$ cat config.mk
export PLATFORM = sky130hd
export DESIGN_NAME = pipe_demux_1x2
export DESIGN_NICKNAME = d
export VERILOG_FILES = /design/src/rtl/pipe_demux_1x2_pkg.sv /design/src/rtl/pipe_demux_1x2_demux_channel.sv /design/src/rtl/pipe_demux_1x2.sv
export SDC_FILE = /design/constraint.sdc
export NUM_CORES = 1
export LEC_CHECK = 0
export CAP_MARGIN = 15
export CORE_UTILIZATION = 55
export DETAILED_ROUTE_END_ITERATION = 6
export DONT_BUFFER_PORTS = 1
export PLACE_DENSITY = 0.78
export SLEW_MARGIN = 20
export SYNTH_ARGS = -nofsm -noshare
export SYNTH_HDL_FRONTEND = slang
export SYNTH_HIERARCHICAL = 1
export SYNTH_SLANG_ARGS = --single-unit
export TNS_END_PERCENT = 10
$ cat constraint.sdc
create_clock -name i_clk -period 3.3 [get_ports i_clk]
set_input_delay 0.495 -clock i_clk [delete_from_list [all_inputs] [get_ports i_clk]]
set_output_delay 0.495 -clock i_clk [all_outputs]
set_load 0.02 [all_outputs]
$ cat src/rtl/pipe_demux_1x2_pkg.sv
// pipe_demux_1x2_pkg: shared widths for the 1-to-2 pipelined demultiplexer.
package pipe_demux_1x2_pkg;
    localparam int DATA_W = 16;
    localparam int CNT_W  = 8;
endpackage

$ cat src/rtl/pipe_demux_1x2_demux_channel.sv
// demux_channel: one-entry output register with valid bit and wrapping transfer counter.
module demux_channel
    import pipe_demux_1x2_pkg::*;
#(
    parameter int N = DATA_W
) (
    input  logic             i_clk,
    input  logic             i_rst_n,
    input  logic             i_flush,
    input  logic             i_load,
    input  logic [N-1:0]     i_data,
    input  logic             i_ready,
    output logic [N-1:0]     o_data,
    output logic             o_valid,
    output logic [CNT_W-1:0] o_count
);
    logic [N-1:0]     data_d, data_q;
    logic             valid_d, valid_q;
    logic [CNT_W-1:0] count_d, count_q;
    logic             xfer;
    always_comb begin
        xfer    = valid_q & i_ready;
        data_d  = i_load ? i_data : data_q;
        // A load during a transfer refills the slot in the same cycle, so no bubble appears.
        valid_d = i_load | (valid_q & !xfer & !i_flush);
        count_d = count_q + CNT_W'(xfer);
    end
    always_ff @(posedge i_clk) begin
        if (!i_rst_n) begin
            data_q  <= '0;
            valid_q <= 1'b0;
            count_q <= '0;
        end else begin
            data_q  <= data_d;
            valid_q <= valid_d;
            count_q <= count_d;
        end
    end
    assign o_data  = data_q;
    assign o_valid = valid_q;
    assign o_count = count_q;
endmodule

$ cat src/rtl/pipe_demux_1x2.sv
// pipe_demux_1x2: routes a valid/ready source word to one of two registered output channels.
module pipe_demux_1x2
    import pipe_demux_1x2_pkg::*;
#(
    parameter int N = DATA_W
) (
    input  logic             i_clk,
    input  logic             i_rst_n,
    input  logic [N-1:0]     i_data,
    input  logic             i_sel,
    input  logic             i_valid,
    output logic             o_ready,
    input  logic             i_flush,
    output logic [N-1:0]     o_data0,
    output logic [N-1:0]     o_data1,
    output logic             o_valid0,
    output logic             o_valid1,
    input  logic             i_ready0,
    input  logic             i_ready1,
    output logic [CNT_W-1:0] o_count0,
    output logic [CNT_W-1:0] o_count1
);
    logic accept;
    always_comb begin
        o_ready = (i_sel ? (!o_valid1 | i_ready1) : (!o_valid0 | i_ready0)) & !i_flush;
        accept  = i_valid & o_ready;
    end
    demux_channel #(.N(N)) u_ch0 (
        .i_clk   (i_clk),
        .i_rst_n (i_rst_n),
        .i_flush (i_flush),
        .i_load  (accept & !i_sel),
        .i_data  (i_data),
        .i_ready (i_ready0),
        .o_data  (o_data0),
        .o_valid (o_valid0),
        .o_count (o_count0)
    );
    demux_channel #(.N(N)) u_ch1 (
        .i_clk   (i_clk),
        .i_rst_n (i_rst_n),
        .i_flush (i_flush),
        .i_load  (accept & i_sel),
        .i_data  (i_data),
        .i_ready (i_ready1),
        .o_data  (o_data1),
        .o_valid (o_valid1),
        .o_count (o_count1)
    );
endmodule

# Word-level counts from Yosys, hierarchy flattened

Index checks and enable logic that the tools add are counted.

Add/sub/neg operators: 2
Mux-type cells: 1
Bitwise operators: 14
Reduce and logical (&&, ||, !) cells: 6

Operators by type and width:

| kind                 | number |
|---|---|
| adder 8 x 1 -> 8 bit | 2 |
| AND 1 bit            | 10 |
| zero test 1 bit      | 6 |
| OR 1 bit             | 4 |
| 2-to-1 mux 1 bit     | 1 |

Register bits after elaboration: 50
Input port bits: 23
Output and inout port bits: 51
Logic and storage cells: 29

# Depth between registers and ports, before layout

Gate-level depths: netlist (run 1).

Depth in word-level cells: 7
Mapped depth: 6

# Hierarchy

The synthesis (run 1) kept the hierarchy.

Modules (own cells, without submodules):

| module         | times used | cells an instance | area each (um2) |
|---|---|---|---|
| demux_channel  | 2          | 89                | 980.9 |
| pipe_demux_1x2 | 1          | 7                 | 53.8 |

# Worst setup path after synthesis (run 1)

Ideal clock, no wire load.

Path kind: input to output
Start point: in i_ready1
End point: out o_ready
Arrival: 1.142 ns
Path slack: 1.663 ns
Stages: 2
Path buffers: 0
Path through: inv_1 -> a311oi_1

Longest elaborated chain between the ends: 3

RTL lines:

| element          | line                 | source |
|---|---|---|
| start, declared  | pipe_demux_1x2.sv:19 | `input logic i_ready1,` |
| OR 1 bit         | pipe_demux_1x2.sv:25 | `o_ready = (i_sel ? (!o_valid1 \| i_ready1) : (!o_valid0 \| i_ready0)) & !i_flush;` |
| 2-to-1 mux 1 bit | pipe_demux_1x2.sv:25 |  |
| AND 1 bit        | pipe_demux_1x2.sv:25 |  |
| end, declared    | pipe_demux_1x2.sv:12 | `output logic o_ready,` |

Every way passes these cells.

# Worst setup path in the final report (run 1)

Start point: reg u_ch0.valid_q (netlist: u_ch0/o_valid)
End point: out o_ready

Longest elaborated chain between the ends: 4

RTL lines:

| element                | line                               | source |
|---|---|---|
| start, declared        | pipe_demux_1x2_demux_channel.sv:18 | `logic valid_d, valid_q;` |
| start signal, assigned | pipe_demux_1x2_demux_channel.sv:35 | `valid_q <= valid_d;` |
| zero test 1 bit        | pipe_demux_1x2.sv:25               |  |
| OR 1 bit               | pipe_demux_1x2.sv:25               |  |
| 2-to-1 mux 1 bit       | pipe_demux_1x2.sv:25               |  |
| AND 1 bit              | pipe_demux_1x2.sv:25               |  |

Every way passes these cells.

==> results_dict.tcl, run 1 <==
set metrics [dict create \
    endpoint_kind "primary output" \
    worst_pin_slew_ns 0.773 \
    grt_max_degree 53 \
    clock_latency_ns 0.36 \
    required_ns 2.80 \
    die_h_um 62.5 \
    fin_ws_ns 1.24 \
    antenna_left 0 \
    finalPower_mw 0.950 \
    cts.sinks 50 \
    core_mm2 0.00342 \
    wl_per_cell_um 16.1 \
    synthArstFlopShare_pct 0 \
    drt-vias-per-instance 5.55 \
    crit_fanout 5 \
    wirelength_mm 3.74 \
    boundaryPins 74 \
    start_util_pct 59.0 \
    fin_crit_ns 2.06 \
    syn_to_final_growth_pct 4.41 \
    synth_top_area_cell "dfxtp_1" \
    maxCapViolCount 0 \
    postCtsHoldBufs 0 \
    num_antenna_cells 0 \
    drc 0 \
    p_int_mw 0.726 \
    crit_path_end "o_ready" \
    synth_cells 185 \
    pre_cts_slack_ns 1.46 \
    clock.fmax_mhz 487 \
    ys_top_cells_by_area "dfxtp_1 50%, mux2i_1 17%, nor2b_1 11%" \
    relSlewSlack_pct 48.1 \
    hp-class "in -> reg" \
    yosysWarnings 6 \
    power_switching_mw 0.223 \
    cts_tree "done" \
    h-tree-depth 2 \
    crit_type "reg -> out" \
    cts_root_buffer "clkbuf_4" \
    vdd_drop_max_uv 252 \
    track_usage_pct 20.1 \
    final-setup-viol-count 0 \
    startpoint_type "flip-flop" \
    clock_power_share_pct 26.8 \
    num_rows 21 \
    comb_power_share_pct 5.0 \
    path_clk_slew_ns 0.12 \
    gr-total-overflow 0 \
    cts_buffers 5 \
    syn_avg_cell_area_um2 10.9 \
    post-dp-hpwl_mm 2.68 \
    grt_pass1_wl_mm 6.13 \
    gp_congestion 0.797 \
    die_w_um 62.5 \
    ff2ff_setup_slack_ns 1.41 \
    io_buffers 0 \
    nets 213 \
    post_cts_buffers 0 \
    syn_area_mm2 0.00202 \
    cts_max_path_buffers 2 \
    synth_seq_area_share_pct 49.7 \
    clock-skew-final_ns 0.0105 \
    swShare_pct 23.5 \
    p_leak_nw 0.742 \
    n_fill_cell 287 \
    first_iter_violations 42 \
    worstReg2RegStart "u_ch1/o_valid" \
    ys.flop_type "dfxtp_1" \
    final.setup.tns_ns 0 \
    rsz0062_at_grt "false" \
    crit_start "u_ch0/o_valid" \
    synth-edff-count 0 \
    postCtsResizedCells 0 \
    outcome "finished, final reports clean" \
    antenna_found_initial 0 \
    synth_nets 212 \
    synth_seq_cells 50 \
    p_per_area_mw_per_mm2 451 \
    grt_pass1_vias 1392 \
    vias 1288 \
    ys_types 25 \
    crit_arrival_ns 1.56 \
    rr_endpoint "u_ch1/o_count[6]" \
    die_area_mm2 0.00391 \
    seq_power_share_pct 68.1 \
    hold_viol 0 \
    period_share_pct 62.3 \
    worst-r2r-cell-count 6 \
    drv_slew 0 \
    drive_above_1_share_pct 6.45 \
    synth_top_area_share_pct 49.7 \
    drtPass1Iterations 4 \
]
## final cells by class
class / count / area (um2) / share of cell area (%)
clock buffers: 6 / 41.3 / 1.96
clock inverters: 1 / 7.51 / 0.357
inverters: 1 / 3.75 / 0.178
multi-input cells: 126 / 978 / 46.5
flip-flops and latches: 50 / 1000 / 47.6
well taps: 46 / 57.6 / 2.73
repair buffers: 2 / 15.0 / 0.713
## synthesized netlist by cell type (2+ instances only)
cell type	instances
clkbuf_1	4
nand3_2	2
nand3_1	4
xor2_1	2
nand2b_1	2
mux2i_1	34
dfxtp_1	50
and3_1	2
a21boi_1	4
or3_1	4
nor2b_1	35
buf_4	4
o21ai_0	4
ha_1	4
and2_1	10
xnor2_1	4
nand4_1	2
nor3b_1	3
nand2_1	4
o21a_1	2
## placed cells by master (no fill, tap or decap)
master	n
a21boi_1	4
and3_1	2
nor2b_1	35
buf_4	2
dfxtp_1	50
nand3_1	4
mux2i_1	34
o21ai_0	4
o21a_1	2
clkinvlp_4	1
nor3b_1	3
nand2_1	4
inv_1	1
nand3_2	2
or3_1	4
nor4b_4	1
nand4_1	2
a311oi_1	1
and2_1	10
nand3b_1	1
clkbuf_4	5
xnor2_1	4
a21oi_2	1
clkbuf_1	1
nand2b_1	2
xor2_1	2
ha_1	4
## how the worst min path moves through the flow
stage	cells past startpoint	from	slack, ns	to
after floorplan	2	u_ch0/o_count[7]	0.56	u_ch0/o_count[7]
after detailed placement	2	u_ch0/o_count[7]	0.58	u_ch0/o_count[7]
after global routing	1	i_rst_n	0.23	u_ch1/o_valid
after global placement	2	u_ch0/o_count[7]	0.57	u_ch0/o_count[7]
final	1	i_rst_n	0.26	u_ch0/o_valid
after CTS	1	i_rst_n	0.24	u_ch1/o_valid
## cells by family after synthesis
kind of cell / count (synthesis) / synth area share (%)
buffers and inverters: 9 / 2.42
flip-flops: 50 / 49.7
XOR/XNOR: 6 / 2.61
adder cells (fa/ha/maj): 4 / 2.48
AO/OA/AOI/OAI: 12 / 3.91
multiplexers: 34 / 16.9
AND/OR/NAND/NOR: 70 / 22.0
## through the flow
| stage | instances | instance area, um2 | util (%) | hold WS, ns |
|---|---|---|---|---|
| 6_report | 232 | 2100 | 61.6 | 0.261 |
| 5_1_grt | 232 | 2100 | 61.6 | 0.225 |
| 4_1_cts | 232 | 2100 | 61.6 | 0.236 |
| 3_5_place_dp | 225 | 2060 | 60.2 | 0.575 |
| 3_3_place_gp | 225 | 2060 | 60.2 | 0.571 |
| 2_1_floorplan | 185 | 2020 | - | 0.556 |
## critical path: stages (launching register included)
cell and delay (ns):
dfxtp_1 0.42, nor3b_1 0.18, a311oi_1 0.61
## routing by layer
metal  GRT usage, %  share of wire [%]  vias up
li1               -                  -      632
met1           20.0                 40      599
met2           36.1                 50       55
met3           8.94                9.8        2
met4           8.14               0.35        0
met5              0                  0        -
## state kept, by name (all words and copies together) (netlist names)
signal / count
u_ch0/o_data: 16
u_ch0/o_valid: 1
u_ch1/o_data: 16
u_ch1/o_valid: 1
u_ch0/o_count: 8
u_ch1/o_count: 8
## power by group through the flow
stage | Sequential, mW | Combinational, mW | Clock, mW
after floorplan | 0.657 | 0.0470 | 0
after global placement | 0.660 | 0.0461 | 0
after detailed placement | 0.660 | 0.0484 | 0
after CTS | 0.647 | 0.0484 | 0.269
after global routing | 0.649 | 0.0529 | 0.290
final | 0.647 | 0.0479 | 0.255
(Power assumes the default switching activity.)
==> run 2: changes to the inputs <==
- clock period: 3.3 -> 2.08 ns (I/O delays scaled with it)
==> results_dict.tcl, run 2 (synthesized netlist as in run 1, its figures left out) <==
set metrics [dict create \
    hp-class "in -> reg" \
    h-tree-depth 2 \
    post-dp-hpwl_mm 2.82 \
    post-place-cells 228 \
    path_delay_family "simple AND/OR/NAND/NOR gates" \
    clock-skew-final_ns 0.0116 \
    outcome "finished, final reports clean" \
    gp_congestion 0.784 \
    layout_common_cells "50 x dfxtp_1, 35 x nor2b_1, 34 x mux2i_1, 10 x and2_1" \
    hold_viol 0 \
    vdd_drop_max_uv 590 \
    startpoint_type "flip-flop" \
    relSlewSlack_pct 75.9 \
    nets 216 \
    antenna_left 0 \
    drt-vias-per-instance 5.70 \
    grt_pass1_vias 1392 \
    cts.sinks 50 \
    crit_top_cell "ha_1" \
    clock.fmax_mhz 555 \
    track_usage_pct 21.3 \
    vias 1339 \
    regArea_mm2 0.00100 \
    cts_root_buffer "clkbuf_4" \
    cts_tree "done" \
    syn_to_final_growth_pct 5.34 \
    num_rows 21 \
    crit_chain "and2_1 > ha_1 > ha_1 > nand3_2 > or3_1 > a21boi_1" \
    wirelength_mm 3.92 \
    crit_fanout 5 \
    finalNonFillerCells 235 \
    grt_max_degree 53 \
    worst_pin_slew_ns 0.361 \
    final_common_cell "dfxtp_1" \
    required_ns 2.38 \
    die_area_mm2 0.00391 \
    cts_buffers 5 \
    antenna_found_initial 0 \
    num_antenna_cells 0 \
    clock_latency_ns 0.36 \
    crit_arrival_ns 2.11 \
    n_fill_cell 301 \
    die_w_um 62.5 \
    path_clk_slew_ns 0.13 \
    io_buffers 0 \
    cpPeakStageDelay_ns 0.53 \
    wl_per_cell_um 16.7 \
    fin_crit_ns 1.80 \
    multi_input_area_um2 978 \
    p_leak_nw 0.758 \
    postCtsHoldBufs 0 \
    maxCapViolCount 0 \
    endpoint_kind "flip-flop" \
    core_mm2 0.00342 \
    grt_pass1_wl_mm 6.47 \
    cts_max_path_buffers 2 \
    path_buf_inv 0 \
    drc 0 \
    crit_type "reg -> reg" \
    die_h_um 62.5 \
    drtPass1Iterations 4 \
    rsz0062_at_grt "false" \
    drive_above_1_share_pct 7.41 \
    period_share_pct 86.6 \
    final.setup.tns_ns 0 \
    final-setup-viol-count 0 \
    p_per_area_mw_per_mm2 712 \
    drv_slew 0 \
    post_cts_buffers 0 \
    slowest_stage "dfxtp_1" \
    finalPower_mw 1.51 \
    gr-total-overflow 0 \
    first_iter_violations 76 \
    postCtsResizedCells 0 \
    start_util_pct 59.0 \
    boundaryPins 74 \
]
-- run 2: metal layers --
metal	up-vias	track usage, %	share of wire [%]
li1	634	-	-
met1	646	21.7	39
met2	51	37.9	50
met3	8	9.67	8.3
met4	0	7.56	1.7
met5	-	0	0
-- run 2: final timing paths --
path	start	to	slack, ns	depth (start not counted)
worst min-delay path	i_rst_n	u_ch0/o_valid	0.06	1
worst min register to register	u_ch1/o_count[7]	u_ch1/o_count[7]	0.60	2
worst max register to register	u_ch0/o_valid	u_ch0/o_count[6]	0.28	6
worst max-delay path	u_ch0/o_valid	u_ch0/o_count[6]	0.28	6
-- run 2: metrics by stage --
stage	util (%)	instance area (um2)	hold WS [ns]	worst slack [ns]
floorplan	-	2020	0.440	0.469
global placement	60.8	2080	0.434	0.421
detailed placement	60.8	2080	0.439	0.314
CTS	62.2	2120	0.0450	0.281
global route	62.2	2120	0.0468	0.137
finish	62.2	2120	0.0575	0.278
-- run 2: final cells by class --
type	instances	area share, %
Inverter	1	0.177
Multi-Input combinational cell	126	46.1
Tap cell	46	2.71
Timing Repair Buffer	5	1.77
Clock buffer	7	2.12
Sequential cell	50	47.1
-- run 2: power breakdown --
group	switching (mW)	internal, mW
logic	0.0342	0.0478
registers	0.0442	0.981
clock network	0.277	0.128
